===== src/rtl/pixel_frame_pkg.sv =====
// Shared types and constants for the pixel frame receiver.
// PIXEL_FRAME_RX_CHECKSUM_EN adds the CHECK state for the trailing XOR byte.
package pixel_frame_pkg;

  typedef enum logic [3:0] {
    IDLE,
    HDR_UNI,
    HDR_CNT_H,
    HDR_CNT_L,
    HDR_MODE,
    PAYLOAD,
`ifdef PIXEL_FRAME_RX_CHECKSUM_EN
    CHECK,
`endif
    COMMIT,
    DRAIN
  } state_t;

  typedef enum logic [2:0] {
    ERR_NONE     = 3'd0,
    ERR_UNIVERSE = 3'd1,
    ERR_COUNT    = 3'd2,
    ERR_ORDER    = 3'd3,
    ERR_ABORT    = 3'd4,
    ERR_CHECKSUM = 3'd5
  } err_code_t;

  // Wire order of the three colour bytes within a pixel.
  typedef enum logic [2:0] {
    ORD_RGB = 3'd0,
    ORD_RBG = 3'd1,
    ORD_GRB = 3'd2,
    ORD_GBR = 3'd3,
    ORD_BRG = 3'd4,
    ORD_BGR = 3'd5
  } order_t;

  localparam int unsigned MODE_ORDER_LSB = 0;
  localparam int unsigned MODE_ORDER_W   = 3;
  localparam int unsigned MODE_W_EN_BIT  = 3;

endpackage


===== src/rtl/pixel_order_mux.sv =====
// Maps three received colour bytes to R, G and B according to the order code.
module pixel_order_mux
  import pixel_frame_pkg::*;
(
  input  logic [2:0] order,
  input  logic [7:0] byte0,
  input  logic [7:0] byte1,
  input  logic [7:0] byte2,
  output logic [7:0] red,
  output logic [7:0] green,
  output logic [7:0] blue
);

  always_comb begin
    red   = byte0;
    green = byte1;
    blue  = byte2;
    case (order)
      ORD_RBG: begin red = byte0; blue  = byte1; green = byte2; end
      ORD_GRB: begin green = byte0; red = byte1; blue  = byte2; end
      ORD_GBR: begin green = byte0; blue = byte1; red  = byte2; end
      ORD_BRG: begin blue = byte0; red  = byte1; green = byte2; end
      ORD_BGR: begin blue = byte0; green = byte1; red  = byte2; end
      default: begin red = byte0; green = byte1; blue = byte2; end
    endcase
  end

endmodule


===== src/rtl/pixel_frame_rx.sv =====
// Byte-stream frame receiver: decodes header, writes pixels to the back bank, commits by bank flip.
// Build option: PIXEL_FRAME_RX_CHECKSUM_EN enables the trailing XOR checksum byte.
module pixel_frame_rx
  import pixel_frame_pkg::*;
#(
  parameter  int unsigned NUM_UNIVERSES = 24,
  parameter  int unsigned MAX_PIXELS    = 512,
  localparam int unsigned UNI_W         = $clog2(NUM_UNIVERSES),
  localparam int unsigned ADDR_W        = $clog2(MAX_PIXELS)
) (
  input  logic                     clk,
  input  logic                     rst_n,
  input  logic                     rx_cs_n,
  input  logic                     rx_valid,
  input  logic [7:0]               rx_data,
  output logic                     wr_en,
  output logic [UNI_W-1:0]         wr_universe,
  output logic                     wr_bank,
  output logic [ADDR_W-1:0]        wr_addr,
  output logic [31:0]              wr_data,
  output logic                     commit_valid,
  output logic [UNI_W-1:0]         commit_universe,
  output logic [NUM_UNIVERSES-1:0] bank,
  output logic                     err_valid,
  output logic [2:0]               err_code,
  output logic                     busy
);

  state_t      state;
  logic        armed;
  logic [7:0]  uni_q;
  logic [15:0] cnt_q;
  logic [2:0]  order_q;
  logic        w_en_q;
  logic [1:0]  byte_cnt;
  logic [15:0] pix_cnt;
  logic [7:0]  byte0_q;
  logic [7:0]  byte1_q;
  logic [7:0]  byte2_q;
`ifdef PIXEL_FRAME_RX_CHECKSUM_EN
  logic [7:0]  xor_q;
`endif

  logic [UNI_W-1:0] uni_idx;
  logic             last_byte;
  logic [7:0]       byte2_mux;
  logic [7:0]       w_val;
  logic [7:0]       red;
  logic [7:0]       green;
  logic [7:0]       blue;
  logic [2:0]       mode_order;

  // The final byte of a pixel feeds the mux directly so the write can issue on that edge.
  always_comb begin
    uni_idx    = UNI_W'(uni_q);
    last_byte  = (byte_cnt == (w_en_q ? 2'd3 : 2'd2));
    byte2_mux  = w_en_q ? byte2_q : rx_data;
    w_val      = w_en_q ? rx_data : 8'h00;
    mode_order = rx_data[MODE_ORDER_LSB +: MODE_ORDER_W];
  end

  pixel_order_mux u_order_mux (
    .order (order_q),
    .byte0 (byte0_q),
    .byte1 (byte1_q),
    .byte2 (byte2_mux),
    .red   (red),
    .green (green),
    .blue  (blue)
  );

  always_ff @(posedge clk or negedge rst_n) begin
    if (!rst_n) begin
      state           <= IDLE;
      armed           <= 1'b0;
      uni_q           <= 8'h00;
      cnt_q           <= 16'h0000;
      order_q         <= 3'd0;
      w_en_q          <= 1'b0;
      byte_cnt        <= 2'd0;
      pix_cnt         <= 16'h0000;
      byte0_q         <= 8'h00;
      byte1_q         <= 8'h00;
      byte2_q         <= 8'h00;
`ifdef PIXEL_FRAME_RX_CHECKSUM_EN
      xor_q           <= 8'h00;
`endif
      wr_en           <= 1'b0;
      wr_universe     <= '0;
      wr_bank         <= 1'b0;
      wr_addr         <= '0;
      wr_data         <= 32'h0;
      commit_valid    <= 1'b0;
      commit_universe <= '0;
      bank            <= '0;
      err_valid       <= 1'b0;
      err_code        <= 3'd0;
      busy            <= 1'b0;
    end else begin
      wr_en        <= 1'b0;
      commit_valid <= 1'b0;
      err_valid    <= 1'b0;
      // A frame may only start after rx_cs_n has been seen high since reset.
      if (rx_cs_n) armed <= 1'b1;

      case (state)
        IDLE: begin
          if (!rx_cs_n && armed) begin
            state    <= HDR_UNI;
            busy     <= 1'b1;
            byte_cnt <= 2'd0;
            pix_cnt  <= 16'h0000;
`ifdef PIXEL_FRAME_RX_CHECKSUM_EN
            xor_q    <= 8'h00;
`endif
          end
        end

        HDR_UNI: begin
          if (rx_cs_n) begin
            state <= IDLE;
            busy  <= 1'b0;
          end else if (rx_valid) begin
            uni_q <= rx_data;
            state <= HDR_CNT_H;
`ifdef PIXEL_FRAME_RX_CHECKSUM_EN
            xor_q <= xor_q ^ rx_data;
`endif
          end
        end

`ifdef PIXEL_FRAME_RX_CHECKSUM_EN
        HDR_CNT_H, HDR_CNT_L, HDR_MODE, PAYLOAD, CHECK: begin
`else
        HDR_CNT_H, HDR_CNT_L, HDR_MODE, PAYLOAD: begin
`endif
          if (rx_cs_n) begin
            state     <= IDLE;
            busy      <= 1'b0;
            err_valid <= 1'b1;
            err_code  <= ERR_ABORT;
          end else if (rx_valid) begin
`ifdef PIXEL_FRAME_RX_CHECKSUM_EN
            xor_q <= xor_q ^ rx_data;
`endif
            case (state)
              HDR_CNT_H: begin
                cnt_q[15:8] <= rx_data;
                state       <= HDR_CNT_L;
              end
              HDR_CNT_L: begin
                cnt_q[7:0] <= rx_data;
                state      <= HDR_MODE;
              end
              HDR_MODE: begin
                order_q <= mode_order;
                w_en_q  <= rx_data[MODE_W_EN_BIT];
                if (32'(uni_q) >= NUM_UNIVERSES) begin
                  state <= DRAIN; err_valid <= 1'b1; err_code <= ERR_UNIVERSE;
                end else if (cnt_q == 16'h0000 || 32'(cnt_q) > MAX_PIXELS) begin
                  state <= DRAIN; err_valid <= 1'b1; err_code <= ERR_COUNT;
                end else if (mode_order > 3'd5) begin
                  state <= DRAIN; err_valid <= 1'b1; err_code <= ERR_ORDER;
                end else begin
                  state <= PAYLOAD;
                end
              end
              PAYLOAD: begin
                if (last_byte) begin
                  byte_cnt    <= 2'd0;
                  wr_en       <= 1'b1;
                  wr_universe <= uni_idx;
                  wr_bank     <= ~bank[uni_idx];
                  wr_addr     <= ADDR_W'(pix_cnt);
                  wr_data     <= {w_val, red, green, blue};
                  pix_cnt     <= pix_cnt + 16'd1;
                  if (pix_cnt == cnt_q - 16'd1) begin
`ifdef PIXEL_FRAME_RX_CHECKSUM_EN
                    state <= CHECK;
`else
                    state <= COMMIT;
`endif
                  end
                end else begin
                  byte_cnt <= byte_cnt + 2'd1;
                  case (byte_cnt)
                    2'd0:    byte0_q <= rx_data;
                    2'd1:    byte1_q <= rx_data;
                    default: byte2_q <= rx_data;
                  endcase
                end
              end
`ifdef PIXEL_FRAME_RX_CHECKSUM_EN
              CHECK: begin
                if (rx_data == xor_q) begin
                  state <= COMMIT;
                end else begin
                  state     <= DRAIN;
                  err_valid <= 1'b1;
                  err_code  <= ERR_CHECKSUM;
                end
              end
`endif
              default: ;
            endcase
          end
        end

        COMMIT: begin
          bank[uni_idx]   <= ~bank[uni_idx];
          commit_valid    <= 1'b1;
          commit_universe <= uni_idx;
          state           <= DRAIN;
        end

        DRAIN: begin
          if (rx_cs_n) begin
            state <= IDLE;
            busy  <= 1'b0;
          end
        end

        default: begin
          state <= IDLE;
          busy  <= 1'b0;
        end
      endcase
    end
  end

endmodule


===== config.mk =====
export PLATFORM = sky130hd
export DESIGN_NAME = pixel_frame_rx
export DESIGN_NICKNAME = d
export VERILOG_FILES = /design/src/rtl/pixel_frame_pkg.sv /design/src/rtl/pixel_order_mux.sv /design/src/rtl/pixel_frame_rx.sv
export SDC_FILE = /design/constraint.sdc
export NUM_CORES = 1
export LEC_CHECK = 0
export ABC_CLOCK_PERIOD_IN_PS = 6100
export CORE_ASPECT_RATIO = 0.75
export CORE_MARGIN = 4
export CORE_UTILIZATION = 50
export CTS_BUF_LIST = sky130_fd_sc_hd__clkbuf_4 sky130_fd_sc_hd__clkbuf_8
export CTS_CLUSTER_SIZE = 16
export DETAILED_ROUTE_END_ITERATION = 7
export GPL_ROUTABILITY_DRIVEN = 1
export PLACE_DENSITY_LB_ADDON = 0.2
export SYNTH_ARGS = -nofsm -noshare
export SYNTH_HDL_FRONTEND = slang
export SYNTH_SLANG_ARGS = --single-unit

===== constraint.sdc =====
create_clock -name clk -period 6.1 [get_ports clk]
set_input_delay 1.525 -clock clk [delete_from_list [all_inputs] [get_ports clk]]
set_output_delay 1.525 -clock clk [all_outputs]
set_load 0.05 [all_outputs]

==> run summary, run 1 <==
Hold Buf Count CTS -> 0
Critical Path Start Type -> primary input
Core ar. -> 0.01552 mm2
Final hold vios -> 0
IO Pins -> 95
Gpl congestion -> 0.8653
Starting DRT DRC Count -> 449
CTS tree -> yes
Initial antenna violation count -> 0
VDD IR max -> 0.2247 mV
TNS Setup -> 0 ns
Worst Clk Skew -> 0.01217 ns
# Max-Cap Violations -> 0
Slew @ Worst Pin -> 1.145 ns
Port bufs -> 94
Cells after Synth -> 848
Gr usage total -> 22.26%
Routed wire per std cell -> 17.35 um
Worst setup EP type -> flop
Asr flop ratio synth -> 100.0%
Drt drc -> 0
Synth Register Bits -> 157
Worst reg-to-reg path cell count -> 8
Total gr overflow -> 0
Synth unique cells -> 58
Clock-pin slew on the worst setup and hold paths -> 0.08 ns
Post-synthesis adder-cell area fraction -> 0.7751%
Total number of vias -> 6,387
Fin crit period -> 3.785 ns
Compound-Gate Fraction of Synth Area -> 13.33%
H-tree levels -> 4
Root buf cell -> clkbuf_8
TritonCTS buffer count -> 17
Final HPWL DP -> 13,200 um
Synth Flop Type -> dfrtp_1
Tot Pwr -> 2.986 mW
Area delta synth->final -> 17.69%
Final ANT Viol Nets -> 0
NumNets Final -> 930
Final period util -> 62.05%
Crit path largest cell delay -> 0.68 ns
Worst hold path type -> flop to flop
Mux contribution to synthesized area -> 11.92%
Setup bufs post-CTS -> 0
First-pass GRT wire length -> 32,610 um
Crit path DAT -> 4.09 ns
CP required -> 6.41 ns
Largest net degree at the start of global routing -> 73
Post-synth EDFFs -> 0
Die X -> 154.7 um
Post-cts resize count -> 0
RSZ-0062 raised after global routing -> false
Final Max Slew Viols -> 0
P_leak -> 4.162 nW
Layout cell share with drive strength beyond 1 -> 12.65%
Final wirelength -> 19,610 um
Worst-case clock buffer depth -> 2
Syn Std Cell Area -> 0.008071 mm2
DRT Pass-1 Iters -> 7
Fmax -> 264.2 MHz
Ys Warns -> 0
Status -> finished clean
Clock sinks -> 157
Largest family of logic cells by synthesized area -> simple AND/OR/NAND/NOR gates
# setup viols final -> 0
Simple-gate area share of the yosys netlist -> 17.53%
Setup ws final -> 2.315 ns
Worst Setup Path Type -> primary input to flop
CP Cell Sequence -> clkdlybuf4s50_1 > nand2b_1 > a221o_1 > nor4b_2 > or3b_1 > xor2_1 > nor2_1
PD cells -> 314.3 mW/mm2
Crit path max fanout -> 12
Vias in the first global route -> 6,200
Die area -> 0.01826 mm2
CP max stage cell -> nor4b_2
Syn Area/Cell -> 9.518 um2
Seq/Total Area, Yosys -> 48.67%
Die Height -> 118.0 um
Antenna cells -> 0
XOR/XNOR share of the synthesized area -> 4.015%
Worst Hold Depth -> 2
Slew headroom -> 23.09%
Placement Setup Slack -> 1.850 ns
Synthesized Nets -> 865
Via/cell ratio -> 5.652
Initial Util -> 52.02%
Clk_lat worst skew -> 0.46 ns
# rows -> 39
[routing by layer]
metal  up-vias  global-route usage [%]  wire [um]
met3        24                   4.704       1101
met5         -                       0          0
met4         0                   8.218        305
li1       3085                       -          -
met2       178                   31.52       8405
met1      3100                   33.52       9797
[final timing paths]
check | to | from | slack [ns]
setup / recovery | pix_cnt[15] | rx_cs_n | 2.31
max in group asynchronous | pix_cnt[15] | rst_n | 3.94
setup reg to reg | state[0] | cnt_q[0] | 3.02
min in group asynchronous | bank[7] | rst_n | 0.97
hold reg to reg | wr_addr[3] | wr_addr[3] | 0.48
hold / removal | wr_addr[3] | wr_addr[3] | 0.48
[area by class of cell]
cell class	instances	area (um2)
flip-flops and latches	157	3929
clock inverters	11	118.9
multi-input cells	614	3845
well taps	205	256.5
inverters	21	78.83
repair buffers	102	1002
clock buffers	20	269.0
fillers	1326	6018
[worst max-delay path, delay by kind of cell]
family	cells	cell delay (ns)
buffers and inverters	1	0.58
xor gates and xnor gates	1	0.14
AOI/OAI and AO/OA	1	0.41
and+or+nand+nor	4	1.43
[metrics by stage]
step | hold WS [ns] | utilization, % | instance area [um2] | cells
after floorplan | 0.4611 | - | 8071 | 848
after global placement | 0.4605 | 58.72 | 9111 | 1099
after detailed placement | 0.4610 | 58.72 | 9111 | 1099
after CTS | 0.4811 | 61.22 | 9499 | 1130
after global routing | 0.4946 | 61.22 | 9499 | 1130
final | 0.4765 | 61.22 | 9499 | 1130
[synthesized netlist by cell type (all sizes together) (5+ instances only)]
| cell | number | area, um2 |
|---|---|---|
| nand3 | 18 | 90.09 |
| xor2 | 15 | 131.4 |
| a211oi | 17 | 127.6 |
| ha | 5 | 62.56 |
| a41oi | 9 | 78.83 |
| o21ai | 58 | 290.3 |
| a31oi | 6 | 37.54 |
| clkbuf | 50 | 188.9 |
| o22ai | 6 | 37.54 |
| xnor2 | 22 | 192.7 |
| nor3 | 15 | 75.07 |
| a22o | 9 | 78.83 |
| mux4 | 6 | 135.1 |
| a21oi | 57 | 285.3 |
| mux2i | 14 | 140.1 |
| nor2 | 83 | 311.6 |
| dfrtp | 157 | 3929 |
| mux2 | 61 | 686.9 |
| nor2b | 9 | 56.30 |
| buf | 6 | 35.03 |
| nand2 | 139 | 521.8 |
| or3 | 6 | 42.54 |
| and3 | 6 | 37.54 |
| inv | 20 | 75.07 |
[kinds of logic after synthesis]
family,Yosys count
fa+ha+maj,5
compound gates,178
simple gates,313
buf+inv,77
flops,157
xor+xnor,37
mux,81
[cells in the final DEF (no fill, tap or decap), types with 5 or more instances in the layout]
| cell type | count |
|---|---|
| clkdlybuf4s50_1 | 93 |
| clkbuf_8 | 19 |
| a211oi_1 | 17 |
| xor2_1 | 15 |
| mux2_2 | 61 |
| and3_1 | 6 |
| nand2_1 | 139 |
| nor2b_1 | 9 |
| a31oi_1 | 6 |
| a22o_1 | 9 |
| inv_1 | 20 |
| o22ai_1 | 6 |
| dfrtp_1 | 157 |
| mux2i_1 | 14 |
| nand3_1 | 18 |
| xnor2_1 | 22 |
| mux4_2 | 6 |
| a41oi_1 | 9 |
| nor2_1 | 83 |
| nor3_1 | 14 |
| a21oi_1 | 57 |
| ha_1 | 5 |
| or3_1 | 5 |
| buf_4 | 8 |
| o21ai_0 | 58 |
[power breakdown]
part / internal (mW) / switching (mW) / total (mW)
clock network: 0.384 / 0.392 / 0.777
registers: 1.15 / 0.233 / 1.38
logic: 0.347 / 0.483 / 0.830
total: 1.88 / 1.11 / 2.99
[registers in the layout (all words and copies together) (netlist names), 8 cells and up]
register / count
bank: 24
byte0_q: 8
byte1_q: 8
byte2_q: 8
cnt_q: 16
pix_cnt: 16
uni_q: 8
wr_addr: 9
wr_data: 32
Note: power is estimated with default switching activity, not from simulation.
==> run 2, diff against run 1 <==
--- a/config.mk
+++ b/config.mk
@@ -5,7 +5,7 @@
 export SDC_FILE = /design/constraint.sdc
 export NUM_CORES = 1
 export LEC_CHECK = 0
-export ABC_CLOCK_PERIOD_IN_PS = 6100
+export ABC_CLOCK_PERIOD_IN_PS = 3100
 export CORE_ASPECT_RATIO = 0.75
 export CORE_MARGIN = 4
 export CORE_UTILIZATION = 50
==> constraint.sdc (replaced) <==
create_clock -name clk -period 3.1 [get_ports clk]
set_input_delay 0.775 -clock clk [delete_from_list [all_inputs] [get_ports clk]]
set_output_delay 0.775 -clock clk [all_outputs]
set_load 0.05 [all_outputs]
==> run 2 against run 1 <==
Against the previous run: worst setup slack worse by 2.0 ns; combinational power up 110%; via count is 2.6% higher; clock-buffer cell count stayed put; critical endpoint is now state[0].
==> run summary, run 2 (synthesis results as in run 1) <==
DRT Pass-1 Iters -> 5
Final wirelength -> 19,960 um
H-tree levels -> 4
Slew @ Worst Pin -> 0.8478 ns
Post-cts resize count -> 0
# rows -> 39
Final Max Slew Viols -> 0
Crit path DAT -> 3.17 ns
CP max stage cell -> or4b_1
CTS tree -> yes
PD cells -> 625.3 mW/mm2
Fmax -> 353.8 MHz
Vias in the first global route -> 6,176
Total number of vias -> 6,554
Largest register FFs -> 32
Crit path max fanout -> 6
Final ANT Viol Nets -> 0
Worst Setup Path Type -> flop to flop
Area delta synth->final -> 20.55%
Hold Slack -> 0.2286 ns
Slew headroom -> 43.48%
Layout cell share with drive strength beyond 1 -> 14.86%
Final period util -> 91.17%
Root buf cell -> clkbuf_8
NumNets Final -> 953
Antenna cells -> 0
Clock-pin slew on the worst setup and hold paths -> 0.09 ns
Setup bufs post-CTS -> 0
Core ar. -> 0.01552 mm2
Port bufs -> 94
Clk_lat worst skew -> 0.46 ns
Commonest non-fill, non-tap cells in the layout -> dfrtp_1, nand2_1, clkdlybuf4s50_1, nor2_1, mux2_2
Total gr overflow -> 0
Drt drc -> 0
CP Cell Sequence -> inv_1 > ha_1 > or4b_1 > o21ai_0 > o221ai_1 > a221oi_1 > o2111ai_1 > a31o_1
VDD IR max -> 0.4881 mV
Worst-case clock buffer depth -> 2
Status -> finished clean
Most common cell after layout, fill and taps aside -> dfrtp_1
Worst setup EP type -> flop
Starting DRT DRC Count -> 475
Placement Setup Slack -> 0.1565 ns
Fill cells -> 1,291
Fin crit period -> 2.826 ns
Gpl congestion -> 0.8591
RSZ-0062 raised after global routing -> false
Die Height -> 118.0 um
# Max-Cap Violations -> 0
# setup viols final -> 0
Post-route design area -> 0.009731 mm2
TritonCTS buffer count -> 17
Placed cell area -> 0.009291 mm2
Initial Util -> 52.02%
Util after Layout -> 62.71%
First-pass GRT wire length -> 33,120 um
Worst Clk Skew -> 0.01488 ns
P_leak -> 4.309 nW
Largest reg by FF count -> wr_data
Biggest regs -> wr_data: 32 flops, bank: 24 flops
Top Family by Delay on Critical Path -> compound AO/OA/AOI/OAI gates
Hold Buf Count CTS -> 0
IO Pins -> 95
Via/cell ratio -> 5.679
Worst hold path type -> primary input to asynchronous set/reset pin
Routed wire per std cell -> 17.30 um
Die area -> 0.01826 mm2
Critical Path Start Type -> flop
TNS Setup -> 0 ns
Crit path largest cell delay -> 0.52 ns
CP required -> 3.45 ns
Largest net degree at the start of global routing -> 73
Die X -> 154.7 um
Gr usage total -> 22.54%
Final hold vios -> 0
Initial antenna violation count -> 0
Final HPWL DP -> 13,920 um
Clock sinks -> 157
Worst Path Buf+Inv -> 1
Setup ws final -> 0.2736 ns
==> run 2: path summary, 6_finish.rpt <==
check,startpoint,end,slack [ns],cells past startpoint
worst max-delay path,cnt_q[1],state[0],0.27,8
worst min-delay path,rst_n,bank[19],0.23,1
worst max register to register,cnt_q[1],state[0],0.27,8
worst min register to register,wr_data[29],wr_data[29],0.47,2
max in group asynchronous,rst_n,pix_cnt[9],2.14,2
min in group clk,wr_data[29],wr_data[29],0.47,2
==> run 2: power by group <==
| part | leakage, nW | internal, mW | switching, mW | total, mW |
|---|---|---|---|---|
| Sequential | 2.12 | 2.25 | 0.413 | 2.67 |
| Clock | 0.218 | 0.921 | 0.768 | 1.69 |
| Combinational | 1.97 | 0.726 | 1.00 | 1.73 |
==> run 2: worst reg2reg max path: stages (launching register included) <==
cell and delay [ns]:
dfrtp_1 0.45, inv_1 0.12, ha_1 0.27, or4b_1 0.52, o21ai_0 0.22, o221ai_1 0.15
a221oi_1 0.40, o2111ai_1 0.31, a31o_1 0.29
==> run 2: stage by stage <==
step	std cells	total power, mW
floorplan	848	3.883
global placement	1122	4.365
detailed placement	1122	4.389
CTS	1154	6.087
global route	1154	6.453
finish	1154	6.085
==> run 2: final cells by class <==
| type | instances | area (um2) | share of cell area, % |
|---|---|---|---|
| well taps | 205 | 256.5 | 2.636 |
| clock buffers | 20 | 269.0 | 2.765 |
| flip-flops and latches | 157 | 3929 | 40.38 |
| inverters | 21 | 78.83 | 0.8101 |
| repair buffers | 125 | 1187 | 12.20 |
| clock inverters | 12 | 167.7 | 1.723 |
| multi-input cells | 614 | 3842 | 39.49 |
==> run 2: per-layer routing <==
layer  track usage (%)  vias to the layer above  wire length (um)
met4             5.792                        0               212
met1             35.52                     3205             10080
met5                 0                        -                 0
li1                  -                     3132                 -
met3             6.101                       17              1226
met2             30.40                      200              8445
==> RTL change, RTL diff (flow settings as in run 2) <==
Register the inputs `rx_cs_n` and `rx_valid` before use. The logic sees them one clock later. The other inputs are not delayed to match.
--- a/src/rtl/pixel_frame_rx.sv
+++ b/src/rtl/pixel_frame_rx.sv
@@ -26,6 +26,14 @@
   output logic                     busy
 );
 
+  logic rx_cs_n_q;
+  logic rx_valid_q;
+
+  always_ff @(posedge clk) begin
+    rx_cs_n_q  <= rx_cs_n;
+    rx_valid_q <= rx_valid;
+  end
+
   state_t      state;
   logic        armed;
   logic [7:0]  uni_q;
@@ -101,11 +109,11 @@
       commit_valid <= 1'b0;
       err_valid    <= 1'b0;
       // A frame may only start after rx_cs_n has been seen high since reset.
-      if (rx_cs_n) armed <= 1'b1;
+      if (rx_cs_n_q) armed <= 1'b1;
 
       case (state)
         IDLE: begin
-          if (!rx_cs_n && armed) begin
+          if (!rx_cs_n_q && armed) begin
             state    <= HDR_UNI;
             busy     <= 1'b1;
             byte_cnt <= 2'd0;
@@ -117,10 +125,10 @@
         end
 
         HDR_UNI: begin
-          if (rx_cs_n) begin
+          if (rx_cs_n_q) begin
             state <= IDLE;
             busy  <= 1'b0;
-          end else if (rx_valid) begin
+          end else if (rx_valid_q) begin
             uni_q <= rx_data;
             state <= HDR_CNT_H;
 `ifdef PIXEL_FRAME_RX_CHECKSUM_EN
@@ -134,12 +142,12 @@
 `else
         HDR_CNT_H, HDR_CNT_L, HDR_MODE, PAYLOAD: begin
 `endif
-          if (rx_cs_n) begin
+          if (rx_cs_n_q) begin
             state     <= IDLE;
             busy      <= 1'b0;
             err_valid <= 1'b1;
             err_code  <= ERR_ABORT;
-          end else if (rx_valid) begin
+          end else if (rx_valid_q) begin
 `ifdef PIXEL_FRAME_RX_CHECKSUM_EN
             xor_q <= xor_q ^ rx_data;
 `endif
@@ -214,7 +222,7 @@
         end
 
         DRAIN: begin
-          if (rx_cs_n) begin
+          if (rx_cs_n_q) begin
             state <= IDLE;
             busy  <= 1'b0;
           end
Function: changed (Yosys sat finds a counterexample within 4 cycles, from zero or initial values and one cycle with rst_n low).
==> RTL change against run 2 <==
Cell count about the same. Via count about the same. Design area about the same. Power up 1.2%. Count of clock-buffer cells in the layout up 4. Routed wire length up 0.84%. Highest routed layer unchanged. Synthesized area up 0.50%. Largest power group unchanged. First-iteration DRC count up 4.6%. Non-clock buffer count down 8. Sequential cell count up 2. Setup slack better by 0.043 ns. Sequential power up 1%.
==> RTL change: results (changes against run 2) <==
[clock_network]
numCtsBuffers = 17  ; unchanged
cts_resized = 0  ; unchanged
cts_setup_buffers = 0  ; unchanged
h-tree-depth = 4  ; unchanged
ctsLongestPathBuffers = 2  ; unchanged
insertion_delay_ns = 0.46  ; about the same
clk_pin_slew_ns = 0.08
clock-root-buffer = clkbuf_8  ; unchanged

[yosys]
ys_seq_area_share_pct = 48.9  ; was 48.7%
yosys.area_share.xor_xnor_pct = 4.00  ; was 4.01%
ys_warn_count = 0  ; unchanged
synthMuxAreaShare_pct = 11.9  ; about the same
synth_fp_nets = 867  ; was 865
synth_adder_area_share_pct = 0.771  ; was 0.775%
synth_top_flop_cell = dfrtp_1  ; unchanged
synth_common_cells = dfrtp_1, nand2_1, nor2_1  ; unchanged
ys_top_cells_by_area = dfrtp_1, mux2_2, nand2_1, nor2_1, o21ai_0  ; unchanged
synth_cell_type_count = 59  ; was 58
async_reset_ff_share_pct = 98.7  ; was 100%
synth_compound_area_share_pct = 13.3  ; about the same

[critical_path]
cp_top_family = simple AND/OR/NAND/NOR gates  ; was compound AO/OA/AOI/OAI gates
critPathMaxFanout = 7  ; was 6
cp_slowest_stage_delay_ns = 0.48  ; was 0.52 ns
slowest_stage = or4b_1  ; unchanged

[global_routing]
use_met3_pct = 6.08  ; was 6.10%
met1_usage_pct = 35.6  ; was 35.5%
grt_antenna_before_repair = 0  ; unchanged
grt_pass1_wl_um = 32800  ; was 33100 um
track_usage_pct = 22.6  ; was 22.5%
grt_pass1_vias = 6128  ; was 6176
grt_max_degree = 77  ; was 73
globalRouteMet2Util_pct = 29.8  ; was 30.4%

[drt]
drtIter0Drc = 497  ; was 475
route.met2.wl_um = 8250  ; was 8450 um
m1WireLength_um = 10100  ; about the same
wl_per_cell_um = 17.5  ; was 17.3 um
num_vias = 6559  ; was 6554
top_layer_used = met4  ; unchanged
wl_met3_um = 1450  ; was 1230 um
firstDrtPassIters = 5  ; unchanged

[place]
place_congestion = 0.899  ; was 0.859
dp_slack_ns = 0.371  ; was 0.157 ns
hpwl_um = 13700  ; was 13900 um
io_buffers = 94  ; unchanged

[sta]
max-slew-margin-rel_pct = 43.9  ; was 43.5%
fin_worst_skew_ns = 0.0100  ; was 0.0149 ns

[layout]
n_antenna_cell = 0  ; unchanged
nets = 947  ; was 953
reg.largest.list = wr_data: 32 flops, bank: 24 flops  ; unchanged
drive_above_1_share_pct = 14.0  ; was 14.9%
num-fill-cells = 1352  ; was 1291

[pwr]
p_leak_nw = 4.31  ; about the same
p_sw_share_pct = 35.5  ; was 35.9%
powerDensity_nw_per_um2 = 632  ; was 625 nW/um2
p_seq_mw = 2.71  ; was 2.67 mW
combPwrFrac_pct = 28.5  ; was 28.4%
ir_drop_v = 0.000482  ; was 0.000488 V

[min_path]
min-delay-path-class = in -> async  ; unchanged

[run_status]
status = finished, final reports clean  ; unchanged

-- RTL change: metrics by stage --
stage | cell area [um2] | instances
final | 9740 | 1153
after global routing | 9740 | 1153
after CTS | 9740 | 1153
after detailed placement | 9290 | 1121
after global placement | 9290 | 1121
after floorplan | 8110 | 850
-- RTL change: worst paths after layout --
path                               end  slack, ns  cells past startpoint         from
setup reg to reg              state[0]       0.32                      8     cnt_q[0]
hold reg to reg            wr_data[27]       0.47                      2  wr_data[27]
max in group asynchronous      bank[4]       2.01                      2        rst_n
min in group clk           wr_data[27]       0.47                      2  wr_data[27]
setup / recovery              state[0]       0.32                      8     cnt_q[0]
hold / removal              wr_data[6]       0.34                      1        rst_n
-- RTL change: area by class of cell --
class                           instances  area [um2]  area share, %
Clock buffer                           24         324           3.33
Clock inverter                          8         125           1.28
Inverter                               21        78.8          0.809
Multi-Input combinational cell        614        3840           39.4
Sequential cell                       159        3970           40.8
Tap cell                              210         263           2.70
Timing Repair Buffer                  117        1140           11.7
